$ cat src/rtl/imm_decode_stage.sv
// Registered immediate decoder: decodes the instruction immediate and format,
// then buffers the result in a 2-entry skid FIFO behind a valid/ready handshake.
module imm_decode_stage #(
    parameter int XLEN        = 32,
    parameter bit AUTO_DECODE = 1'b1
) (
    input  logic            clk,
    input  logic            rst,
    input  logic            in_valid,
    output logic            in_ready,
    input  logic [31:0]     instr,
    input  logic [2:0]      imm_src,
    output logic            out_valid,
    input  logic            out_ready,
    output logic [XLEN-1:0] imm_ext,
    output logic [2:0]      imm_fmt,
    output logic            illegal
);

    localparam logic [2:0] FMT_I    = 3'b000;
    localparam logic [2:0] FMT_S    = 3'b001;
    localparam logic [2:0] FMT_B    = 3'b010;
    localparam logic [2:0] FMT_J    = 3'b011;
    localparam logic [2:0] FMT_U    = 3'b100;
    localparam logic [2:0] FMT_SH   = 3'b101;
    localparam logic [2:0] FMT_ZIMM = 3'b110;
    localparam logic [2:0] FMT_NONE = 3'b111;

    localparam logic [6:0] OP_LOAD   = 7'b0000011;
    localparam logic [6:0] OP_JALR   = 7'b1100111;
    localparam logic [6:0] OP_IMM    = 7'b0010011;
    localparam logic [6:0] OP_IMM32  = 7'b0011011;
    localparam logic [6:0] OP_SYSTEM = 7'b1110011;
    localparam logic [6:0] OP_STORE  = 7'b0100011;
    localparam logic [6:0] OP_BRANCH = 7'b1100011;
    localparam logic [6:0] OP_JAL    = 7'b1101111;
    localparam logic [6:0] OP_LUI    = 7'b0110111;
    localparam logic [6:0] OP_AUIPC  = 7'b0010111;

    localparam bit IS64 = (XLEN == 64);

    logic [6:0]      opcode;
    logic [2:0]      funct3;
    logic            shift_f3;
    logic [2:0]      auto_fmt;
    logic            auto_ill;
    logic [2:0]      dec_fmt;
    logic            dec_ill;
    logic [XLEN-1:0] dec_imm;

    logic [XLEN-1:0] imm_q [2];
    logic [2:0]      fmt_q [2];
    logic            ill_q [2];
    logic            wptr;
    logic            rptr;
    logic [1:0]      count;
    logic            push;
    logic            pop;

    assign opcode   = instr[6:0];
    assign funct3   = instr[14:12];
    assign shift_f3 = (funct3 == 3'b001) || (funct3 == 3'b101);

    // Derive the immediate format and legality from the opcode.
    always_comb begin
        auto_fmt = FMT_NONE;
        auto_ill = 1'b0;
        case (opcode)
            OP_LOAD, OP_JALR: auto_fmt = FMT_I;
            OP_IMM:           auto_fmt = shift_f3 ? FMT_SH : FMT_I;
            OP_IMM32: begin
                if (IS64) auto_fmt = shift_f3 ? FMT_SH : FMT_I;
                else      auto_ill = 1'b1;
            end
            OP_SYSTEM:        auto_fmt = instr[14] ? FMT_ZIMM : FMT_I;
            OP_STORE:         auto_fmt = FMT_S;
            OP_BRANCH:        auto_fmt = FMT_B;
            OP_JAL:           auto_fmt = FMT_J;
            OP_LUI, OP_AUIPC: auto_fmt = FMT_U;
            default:          auto_ill = 1'b1;
        endcase
        // RV32 shift amounts only have 5 bits; bit 25 set is reserved.
        if (!IS64 && auto_fmt == FMT_SH && instr[25]) auto_ill = 1'b1;
    end

    assign dec_fmt = AUTO_DECODE ? auto_fmt : imm_src;
    assign dec_ill = AUTO_DECODE ? auto_ill : 1'b0;

    // Assemble and extend the immediate for the selected format.
    always_comb begin
        dec_imm = '0;
        case (dec_fmt)
            FMT_I: dec_imm = XLEN'($signed(instr[31:20]));
            FMT_S: dec_imm = XLEN'($signed({instr[31:25], instr[11:7]}));
            FMT_B: dec_imm = XLEN'($signed({instr[31], instr[7],
                                            instr[30:25], instr[11:8],
                                            1'b0}));
            FMT_J: dec_imm = XLEN'($signed({instr[31], instr[19:12],
                                            instr[20], instr[30:21],
                                            1'b0}));
            FMT_U: dec_imm = XLEN'($signed({instr[31:12], 12'b0}));
            FMT_SH: dec_imm = XLEN'({IS64 && instr[25], instr[24:20]});
            FMT_ZIMM: dec_imm = XLEN'(instr[19:15]);
            default: dec_imm = '0;
        endcase
    end

    assign in_ready  = (count != 2'd2);
    assign out_valid = (count != 2'd0);
    assign push      = in_valid && in_ready;
    assign pop       = out_valid && out_ready;

    // Two-slot FIFO: write at wptr, read at rptr, count tracks occupancy.
    always_ff @(posedge clk or posedge rst) begin
        if (rst) begin
            for (int i = 0; i < 2; i++) begin
                imm_q[i] <= '0;
                fmt_q[i] <= '0;
                ill_q[i] <= 1'b0;
            end
            wptr  <= 1'b0;
            rptr  <= 1'b0;
            count <= 2'd0;
        end else begin
            if (push) begin
                imm_q[wptr] <= dec_imm;
                fmt_q[wptr] <= dec_fmt;
                ill_q[wptr] <= dec_ill;
                wptr        <= ~wptr;
            end
            if (pop) rptr <= ~rptr;
            case ({push, pop})
                2'b10:   count <= count + 2'd1;
                2'b01:   count <= count - 2'd1;
                default: count <= count;
            endcase
        end
    end

    assign imm_ext = imm_q[rptr];
    assign imm_fmt = fmt_q[rptr];
    assign illegal = ill_q[rptr];

endmodule

$ cat config.mk
export PLATFORM = sky130hd
export DESIGN_NAME = imm_decode_stage
export DESIGN_NICKNAME = d
export VERILOG_FILES = /design/src/rtl/imm_decode_stage.sv
export SDC_FILE = /design/constraint.sdc
export NUM_CORES = 1
export LEC_CHECK = 0
export BUFFER_PORTS_ARGS = -buffer_cell sky130_fd_sc_hd__buf_2
export CORE_UTILIZATION = 40
export DETAILED_ROUTE_END_ITERATION = 6
export PLACE_DENSITY = 0.71
export SYNTH_ARGS = -nofsm -noshare
export SYNTH_HDL_FRONTEND = slang
export SYNTH_SLANG_ARGS = --single-unit
$ cat constraint.sdc
create_clock -name clk -period 2.39 [get_ports clk]
set_input_delay 0.239 -clock clk [delete_from_list [all_inputs] [get_ports clk]]
set_output_delay 0.239 -clock clk [all_outputs]
set_load 0.1 [all_outputs]
=== Word-level counts from Yosys, hierarchy flattened ===
Cells that the tools add are included.

* Add/sub/neg operators: 2
* $lt $le $gt $ge: 3
* Equality and inequality tests: 20
* Multiplexer cells: 25
* Bitwise logic cells: 4
* Reduce and logical (&&, ||, !) cells: 11

{| class="wikitable"
|+ Operators by type and width
! operator !! count
|-
| case mux 32 bit (7 select lines) || 1
|-
| 2-to-1 mux 32 bit || 4
|-
| bitwise mux 64 bit || 1
|-
| demux 32 bit (select 1 bit) || 1
|-
| equality test 7 bit, second input constant || 4
|-
| case mux 3 bit (7 select lines) || 1
|-
| 2-to-1 mux 3 bit || 6
|-
| equality test 7 x 5 -> 1 bit, second input constant || 2
|-
| equality test 7 x 6 -> 1 bit, second input constant || 2
|-
| equality test 3 bit, second input constant || 4
|-
| OR reduction 9 bit || 1
|-
| equality test 7 x 2 -> 1 bit, second input constant || 1
|-
| bitwise mux 6 bit || 1
|-
| equality test 3 x 1 -> 1 bit, second input constant || 2
|-
| equality test 3 x 2 -> 1 bit, second input constant || 2
|-
| 2-to-1 mux 1 bit || 6
|-
| greater-or-equal comparator 2 bit, second input constant || 2
|-
| logical AND 1 bit || 4
|-
| NOT 1 -> 2 bit || 2
|-
| case mux 2 bit (2 select lines) || 1
|-
| nonzero test 2 bit || 2
|-
| OR reduction 2 bit || 2
|-
| demux 3 bit (select 1 bit) || 1
|-
| zero test 3 bit || 1
|-
| other kinds (10) || 11
|}

* Register bits: 76

=== Longest topological paths before layout ===
Gate-level depths: netlist of the first run.

* Depth in word-level cells: 8
* Depth in mapped cells: 7
* Mapped depth without buffers: 6

=== Worst setup path before layout of the first run ===
No wires, ideal clock.

* Path type: register to output
* From: reg rptr
* To: out imm_ext[5]
* Arrival: 2.887 ns
* Data required time: 2.151 ns
* Setup slack: -0.736 ns
* Stages on the path, launching flop included: 4
* Cells stage by stage: dfrtp_1 clkbuf_1 clkbuf_1 o21ai_0

* Cells in the longest elaborated chain, start to end: 4

{| class="wikitable"
|+ RTL lines
! element !! line !! source
|-
| start, declared || 55 || <nowiki>logic rptr;</nowiki>
|-
| start signal, assigned || 131 || <nowiki>if (pop) rptr <= ~rptr;</nowiki>
|-
| NOT 1 -> 2 bit (not written as such) || 140 || <nowiki>assign imm_ext = imm_q[rptr];</nowiki>
|-
| 2-to-1 mux 32 bit (not written as such) (3 in series) || 140 ||
|-
| end, declared || 15 || <nowiki>output logic [XLEN-1:0] imm_ext,</nowiki>
|}

No other way between the ends. The select of a mux whose other input is x is not followed.

=== Worst setup path in the final report of the first run ===
* From: reg count[0]
* To: reg imm_q[1] (netlist bit)

* Cells in the longest elaborated chain, start to end: 2

{| class="wikitable"
|+ RTL lines
! element !! line !! source
|-
| start, declared || 56 || <nowiki>logic [1:0] count;</nowiki>
|-
| start signal, assigned || 133 || <nowiki>2'b10: count <= count + 2'd1;</nowiki>
|-
| start signal, assigned || 134 || <nowiki>2'b01: count <= count - 2'd1;</nowiki>
|-
| start signal, assigned || 135 || <nowiki>default: count <= count;</nowiki>
|-
| != test 2 bit || 108 || <nowiki>assign in_ready = (count != 2'd2);</nowiki>
|-
| logical AND 1 bit || 110 || <nowiki>assign push = in_valid && in_ready;</nowiki>
|-
| end signal, assigned by index || 126 || <nowiki>imm_q[wptr] <= dec_imm;</nowiki>
|-
| end, declared || 51 || <nowiki>logic [XLEN-1:0] imm_q [2];</nowiki>
|}

No other way between the ends.
A chain may end at the register's enable or synchronous reset.

==> results of run 1 <==
-- worst reg2reg max path, stage by stage, from the launching register on --
cell	delay, ns
dfrtp_1	0.41
nand2b_1	0.24
and3_1	0.23
nand2_1	0.27
a21oi_1	0.48
a21oi_1	0.14
-- final cells by class --
| cell class | count | area share |
|---|---|---|
| well taps | 129 | 0.0314 |
| multi-input cells | 296 | 0.350 |
| inverters | 8 | 0.00584 |
| clock inverters | 5 | 0.0195 |
| repair buffers | 84 | 0.198 |
| clock buffers | 11 | 0.0256 |
| flip-flops and latches | 76 | 0.370 |
-- worst min-delay path by stage --
stage / startpoint / endpoint / slack (ns) / cells past startpoint
after global routing: instr[27] / imm_q[7] / 0.13 / 3
after CTS: instr[27] / imm_q[7] / 0.13 / 3
final: instr[26] / imm_q[6] / 0.15 / 3
after detailed placement: rst / count[1] / 0.36 / 2
after floorplan: instr[30] / imm_q[10] / 0.37 / 2
after global placement: rst / rptr / 0.34 / 2
-- per-stage QoR --
stage                     setup TNS (ns)  setup WS (ns)  area [um^2]
final                                  0          0.490         5140
after global routing                   0          0.273         5140
after CTS                              0          0.481         5140
after detailed placement               0          0.155         4900
after global placement                 0          0.217         4900
after floorplan                    -1.47         -0.736         3870
-- cells by family (layout without fill, tap and decap cells) --
logic type                 Yosys count  after routing  synth area share
AOI/OAI and AO/OA                  101            101             0.171
muxes                               30             30            0.0873
buffers and inverters               38            108            0.0436
and+or+nand+nor                    159            159             0.192
DFF                                 76             76             0.491
xor gates and xnor gates             5              5            0.0113
adders and majority gates            1              1           0.00323
-- flip-flops by register name, summed over array words and instances, names as in the netlist --
name / count
count: 2
imm_q: 64
wptr: 1
ill_q: 2
rptr: 1
fmt_q: 6
-- synth_stat cells, types with 2 or more instances --
library cell and count:
o2bb2ai_1 8, a22oi_1 4, nand2b_1 4, dfrtp_1 76, a21oi_1 36, and3_1 4
xor2_1 3, o21ai_0 23, and2_1 4, o221ai_1 16, nand2_1 70, buf_2 9
clkbuf_1 18, nor3_1 3, a31oi_1 6, or3_1 2, nand3_1 4, nor3b_1 3
nand4b_1 4, inv_1 8, nand4_1 14, mux2_2 30, xnor2_1 2, or2_2 2
nor2_1 40, buf_6 2
-- timing repair --
| action | CTS | global route |
|---|---|---|
| hold endpoints to repair | 28 | 0 |
| setup endpoints to repair | 0 | 0 |
| hold buffers | 1 | 0 |
-- metal layers --
| layer | vias to the layer above | routed length [um] | global-route usage |
|---|---|---|---|
| met5 | - | 0 | 0 |
| met4 | 0 | 58 | 0.0502 |
| li1 | 1599 | - | - |
| met3 | 6 | 685 | 0.0599 |
| met2 | 129 | 4730 | 0.330 |
| met1 | 1621 | 4370 | 0.279 |
==> impl_metrics.yaml, run 1 <==
sta:
  timing.hold.ws_ns: 0.148
  period_minus_slack_ns: 1.90
  setup_viol: 0
  hold_viol: 0
  fin_crit_sh: 0.795
  slew_headroom: 0.302
  rsz0062_at_grt: "no"
  tightest_slew_ns: 1.04
  slew_viol_final: 0
  fmax_mhz: 526
  fin_skew_ns: 0.00772
logic_synthesis:
  syn_avg_cell_area_um2: 9.44
  synthCells: 410
  synth.area.top_cells: "dfrtp_1 (49%), mux2_2 (8.7%), nand2_1 (6.8%)"
  yosys_warnings: 0
  async_flop_share: 1.00
  ys_types: 41
  synth_edf_count: 0
  yosysTopAreaCell: "dfrtp_1"
  ys.flop_type: "dfrtp_1"
  synth_seq_area_share: 0.491
  synth_seq_cells: 76
  netlist.area_leader.share: 0.491
  netlist_area_um2: 3870
  synthesis.nets: 450
setup_path:
  critPathLaunch: "count[0]"
  path_buf_inv: 0
  reg2reg_depth: 5
  start_kind: "flop"
  path_class: "reg2reg"
  worstPathCellList: "nand2b_1, and3_1, nand2_1, a21oi_1, a21oi_1"
  cp-end-kind: "flop"
  cp-endpoint: "imm_q[1]"
  cpMostUsedCell: "a21oi_1"
  path_depth: 5
  regToRegStartpoint: "count[0]"
  slowest_stage: "a21oi_1"
  cp_max_fo: 9
  rr_endpoint: "imm_q[1]"
  rrSetupSlack_ns: 0.49
  cp.required_ns: 2.61
  crit_family: "simple AND/OR/NAND/NOR gates"
  worstPathArrival_ns: 2.12
  max_stage_delay_ns: 0.48
detailed_routing:
  vias_per_cell: 5.51
  drc_errors: 0
  dr.pass1.iters: 5
  drt.antenna.violating_nets: 0
  routedWlPerCell_um: 16.2
  drt_iter0_markers: 144
  routed_wl_mm: 9.85
  num_vias: 3355
clock_network:
  cts_setup_buffers: 0
  cts.sinks: 76
  cts_root_buf: "clkbuf_8"
  htree_levels: 3
  postCtsResizedCells: 0
  cts_tree: "yes"
  path_clk_slew_ns: 0.08
  cts.path.max_buffers: 2
  insertion_delay_ns: 0.35
  numCtsBuffers: 9
placement:
  gp_congestion: 0.852
  dp_hpwl_mm: 6.81
  numPlacedInstances: 592
  numPortBuffers: 73
cells_and_area:
  multi_input_area_um2: 1800
  drive_above_1_share: 0.281
  regArea_um2: 1900
  n_antenna_cell: 0
  layout_common_cells: "dfrtp_1 (76), nand2_1 (70), nor2_1 (40), buf_12 (38), buf_2 (37)"
  final_cells: 609
  syn2layout_area_growth_pct: 32.8
  post-route-util: 0.551
  nFillCells: 793
  layout.nets: 515
  layout_commonest_cell: "dfrtp_1"
flow_run:
  maxCapViolations: 0
outcome:
  status: "completed"
global_route:
  grt_antenna_before_repair: 0
  grt_max_degree: 49
  grt_usage: 0.207
  overflow: 0
  grt_pass1_vias: 3264
  grt_pass1_wl_mm: 16.2
floorplanning:
  core_area_um2: 9330
  initial_utilization: 0.415
  die_height_um: 100
  io-pin-count: 77
  die_w_um: 100
  row_count: 35
  dieArea_um2: 10100
worst_hold_path:
  hold_path.class: "in2reg"
Power of run 1 is left out: the tool's default activity adds up to more than one toggle a clock period on the data nets, which glitch-free logic cannot reach.
==> inputs of run 2 (changes only) <==
--- a/config.mk
+++ b/config.mk
@@ -8,7 +8,7 @@
 export BUFFER_PORTS_ARGS = -buffer_cell sky130_fd_sc_hd__buf_2
 export CORE_UTILIZATION = 40
 export DETAILED_ROUTE_END_ITERATION = 6
-export PLACE_DENSITY = 0.71
+export PLACE_DENSITY = 0.73
 export SYNTH_ARGS = -nofsm -noshare
 export SYNTH_HDL_FRONTEND = slang
 export SYNTH_SLANG_ARGS = --single-unit
==> constraint.sdc (replaced) <==
create_clock -name clk -period 1.7 [get_ports clk]
set_input_delay 0.17 -clock clk [delete_from_list [all_inputs] [get_ports clk]]
set_output_delay 0.17 -clock clk [all_outputs]
set_load 0.1 [all_outputs]
==> impl_metrics.yaml, run 2 (synthesized netlist as in run 1, its figures left out) <==
flow_run:
  maxCapViolations: 0
placement:
  gp_congestion: 0.849
  dp_hpwl_mm: 7.48
  numPortBuffers: 73
  dp_slack_ns: -0.132
cells_and_area:
  drive_above_1_share: 0.341
  layout_common_cells: "dfrtp_1 (75), nand2_1 (69), buf_12 (43), nor2_1 (40), buf_2 (36)"
  syn2layout_area_growth_pct: 45.1
  layout.nets: 540
  n_antenna_cell: 0
  top_regs: "imm_q: 64 flops, fmt_q: 6 flops"
  largest-register: "imm_q"
  post-route-util: 0.602
  largest_reg_flops: 64
  layout_commonest_cell: "dfrtp_1"
sta:
  worst_slack_ns: -0.0762
  rsz0062_at_grt: "yes"
  tightest_slew_ns: 0.524
  fmax_mhz: 563
  slew_viol_final: 0
  hold_viol: 0
  fin_skew_ns: 0.0183
  setup_viol: 36
  fin_crit_sh: 1.04
  period_minus_slack_ns: 1.78
  slew_headroom: 0.650
floorplanning:
  row_count: 35
  core_area_um2: 9330
  initial_utilization: 0.415
  dieArea_um2: 10100
  io-pin-count: 77
  die_height_um: 100
  die_w_um: 100
setup_path:
  path_class: "reg2out"
  slowest_stage: "dfrtp_2"
  cp_max_fo: 10
  start_kind: "flop"
  worstPathCellList: "buf_12, buf_4, clkbuf_16, nand2_1, o21ai_4, buf_12"
  cpMostUsedCell: "buf_12"
  worstPathArrival_ns: 1.61
  reg2reg_depth: 5
  cp.required_ns: 1.53
  cp-end-kind: "primary output"
  max_stage_delay_ns: 0.42
global_route:
  grt_max_degree: 31
  grtUsageMet2: 0.371
  grt_antenna_before_repair: 0
  grt_pass1_vias: 3497
  met3_usage: 0.0467
  use_met1: 0.295
  grt_pass1_wl_mm: 17.5
  overflow: 0
  grt_busiest_layer: "met2"
  grt_usage: 0.226
detailed_routing:
  dr.pass1.iters: 7
  drt_iter0_markers: 179
  routed_wl_mm: 11.2
  drc_errors: 0
  routedWlPerCell_um: 17.7
  drt.antenna.violating_nets: 0
  num_vias: 3588
  vias_per_cell: 5.66
clock_network:
  cts_root_buf: "clkbuf_8"
  insertion_delay_ns: 0.36
  cts_tree: "yes"
  numCtsBuffers: 9
  htree_levels: 3
  path_clk_slew_ns: 0.09
  cts.path.max_buffers: 2
  cts.sinks: 76
worst_hold_path:
  hold_path.class: "in2reg"
  min_path_cells: 3
outcome:
  status: "finished with violations"
  violations: "negative setup slack"
## run 2: final cells by class
type	instances	area, um^2
Timing Repair Buffer	109	1350
Clock inverter	7	81.3
Clock buffer	9	124
Fill cell	762	3710
Sequential cell	76	1900
Tap cell	129	161
Inverter	8	33.8
Multi-Input combinational cell	296	1970
## run 2: worst max-delay path: cells and delay by family, from the launching register on
kind | cells | cell delay [ns]
simple gates | 1 | 0.13
flops | 1 | 0.42
compound gates | 1 | 0.08
buf+inv | 4 | 0.63
## run 2: worst paths after layout
kind	start	endpoint	slack [ns]
worst max-delay path	rptr	imm_ext[5]	-0.08
worst min-delay path	instr[29]	imm_q[9]	0.07
worst max register to register	count[0]	imm_q[17]	0.10
worst min register to register	fmt_q[4]	fmt_q[4]	0.48
max in group asynchronous	rst	imm_q[51]	0.75
min in group asynchronous	rst	imm_q[38]	0.40
## run 2: stage by stage
| step | std cells | instance area, um^2 | TNS (ns) | hold WS (ns) |
|---|---|---|---|---|
| CTS | 628 | 5430 | -1.73 | 0.0598 |
| finish | 634 | 5620 | -1.46 | 0.0714 |
| global placement | 610 | 5160 | -0.0589 | 0.223 |
| floorplan | 410 | 3950 | -0.266 | 0.300 |
| detailed placement | 610 | 5160 | -2.68 | 0.234 |
| global route | 634 | 5620 | -2.94 | 0.0818 |
## run 2: timing repair
action / CTS / global route
endpoints found under the setup margin: 30 / 63
hold endpoints to repair: 18 / 0
cloned: 1 / 4
setup buffers: 0 / 2
resized for setup: 9 / 20
pin swaps: 0 / 3
hold buffers: 1 / 0
## run 2: per-layer routing
metal,share of wire,vias to the layer above
met3,0.063,20
met1,0.43,1758
met2,0.49,159
met4,0.019,0
li1,-,1651
met5,0,-
Power of run 2 is left out for the same reason.
==> inputs of run 3 (changes only) <==
--- a/config.mk
+++ b/config.mk
@@ -6,9 +6,9 @@
 export NUM_CORES = 1
 export LEC_CHECK = 0
 export BUFFER_PORTS_ARGS = -buffer_cell sky130_fd_sc_hd__buf_2
-export CORE_UTILIZATION = 40
+export CORE_UTILIZATION = 45
 export DETAILED_ROUTE_END_ITERATION = 6
-export PLACE_DENSITY = 0.73
+export PLACE_DENSITY = 0.8
 export SYNTH_ARGS = -nofsm -noshare
 export SYNTH_HDL_FRONTEND = slang
 export SYNTH_SLANG_ARGS = --single-unit
==> impl_metrics.yaml, run 3 (synthesized netlist as in run 1, its figures left out) <==
setup_path:
  cp.required_ns: 1.53
  start_kind: "flop"
  path_class: "reg2out"
  cp_max_fo: 26
  cp-end-kind: "primary output"
  rrSetupSlack_ns: 0.17
  worstPathArrival_ns: 1.55
floorplanning:
  row_count: 33
  die_height_um: 94.8
  initial_utilization: 0.469
  core_area_um2: 8260
  dieArea_um2: 8980
  io-pin-count: 77
  die_w_um: 94.8
cells_and_area:
  nFillCells: 662
  top_regs: "imm_q: 64 flops, fmt_q: 6 flops"
  largest_reg_flops: 64
  layout.nets: 534
  multi_input_area_um2: 1870
  n_antenna_cell: 0
  drive_above_1_share: 0.329
  layout_commonest_cell: "dfrtp_1"
  syn2layout_area_growth_pct: 38.1
  largest-register: "imm_q"
  layout_common_cells: "dfrtp_1 (75), nand2_1 (70), buf_12 (41), nor2_1 (40), buf_2 (37)"
  final_area_um2: 5350
  regArea_um2: 1900
  final_cells: 604
global_route:
  grt_antenna_before_repair: 0
  grt_usage: 0.242
  grt_max_degree: 77
  grt_pass1_vias: 3465
  overflow: 0
  grt_pass1_wl_mm: 16.6
flow_run:
  maxCapViolations: 0
detailed_routing:
  routedWlPerCell_um: 16.7
  dr.pass1.iters: 4
  drc_errors: 0
  drt.antenna.violating_nets: 0
  routed_wl_mm: 10.1
  vias_per_cell: 5.78
  drt_iter0_markers: 201
  num_vias: 3494
sta:
  worst_slack_ns: -0.0186
  slew_headroom: 0.680
  tightest_slew_ns: 0.484
  fmax_mhz: 582
  fin_skew_ns: 0.00844
  fin_crit_sh: 1.01
  rsz0062_at_grt: "yes"
  setup_viol: 16
  hold_viol: 0
  slew_viol_final: 0
  period_minus_slack_ns: 1.72
placement:
  dp_slack_ns: -0.162
  numPlacedInstances: 586
  dpl_cell_area_um2: 5110
  dp_hpwl_mm: 7.31
  gp_congestion: 0.854
  numPortBuffers: 73
clock_network:
  cts_root_buf: "clkbuf_8"
  path_clk_slew_ns: 0.08
  insertion_delay_ns: 0.36
  cts.sinks: 76
  cts.path.max_buffers: 2
  cts_tree: "yes"
  numCtsBuffers: 9
  htree_levels: 3
outcome:
  violations: "negative setup slack"
  status: "finished with violations"
worst_hold_path:
  hold_path.class: "in2reg"
## run 3: per-stage QoR
| stage | setup TNS [ns] | util | hold WS, ns |
|---|---|---|---|
| detailed placement | -3.51 | 0.619 | 0.316 |
| global placement | -0.199 | 0.619 | 0.303 |
| CTS | -0.407 | 0.646 | 0.0579 |
| finish | -0.184 | 0.647 | 0.0668 |
| floorplan | -0.266 | - | 0.300 |
| global route | -1.01 | 0.647 | 0.0675 |
## run 3: metal layers
| layer | global-route usage | wire length, um |
|---|---|---|
| met1 | 0.317 | 4260 |
| met2 | 0.402 | 5010 |
| met3 | 0.0411 | 663 |
| met4 | 0.0909 | 166 |
| met5 | 0 | 0 |
## run 3: path summary, 6_finish.rpt
kind | from | depth (start not counted) | end
worst max-delay path | rptr | 3 | imm_ext[3]
min in group asynchronous | rst | 4 | count[1]
max in group asynchronous | rst | 4 | imm_q[43]
worst min-delay path | instr[26] | 3 | imm_q[6]
worst max register to register | count[1] | 6 | imm_q[28]
worst min register to register | imm_q[8] | 2 | imm_q[8]
## run 3: layout make-up
type                       instances  area share
clock inverter                     6      0.0136
inverter                           8     0.00632
multi-input combinational        296       0.350
clock buffer                      10      0.0239
timing repair buffer             103       0.225
tap                              105      0.0246
sequential                        76       0.356
## run 3: critical path: stages, from the launching register on
cell and delay, ns:
dfrtp_2 0.41, buf_12 0.21, mux2_2 0.39, buf_12 0.17
## run 3: what timing repair did
item | CTS | global route
endpoints found under the setup margin | 21 | 57
hold buffers | 1 | 0
gates resized for setup | 3 | 1
hold endpoints to repair | 76 | 0
setup buffers | 0 | 1
Power of run 3 is left out for the same reason.
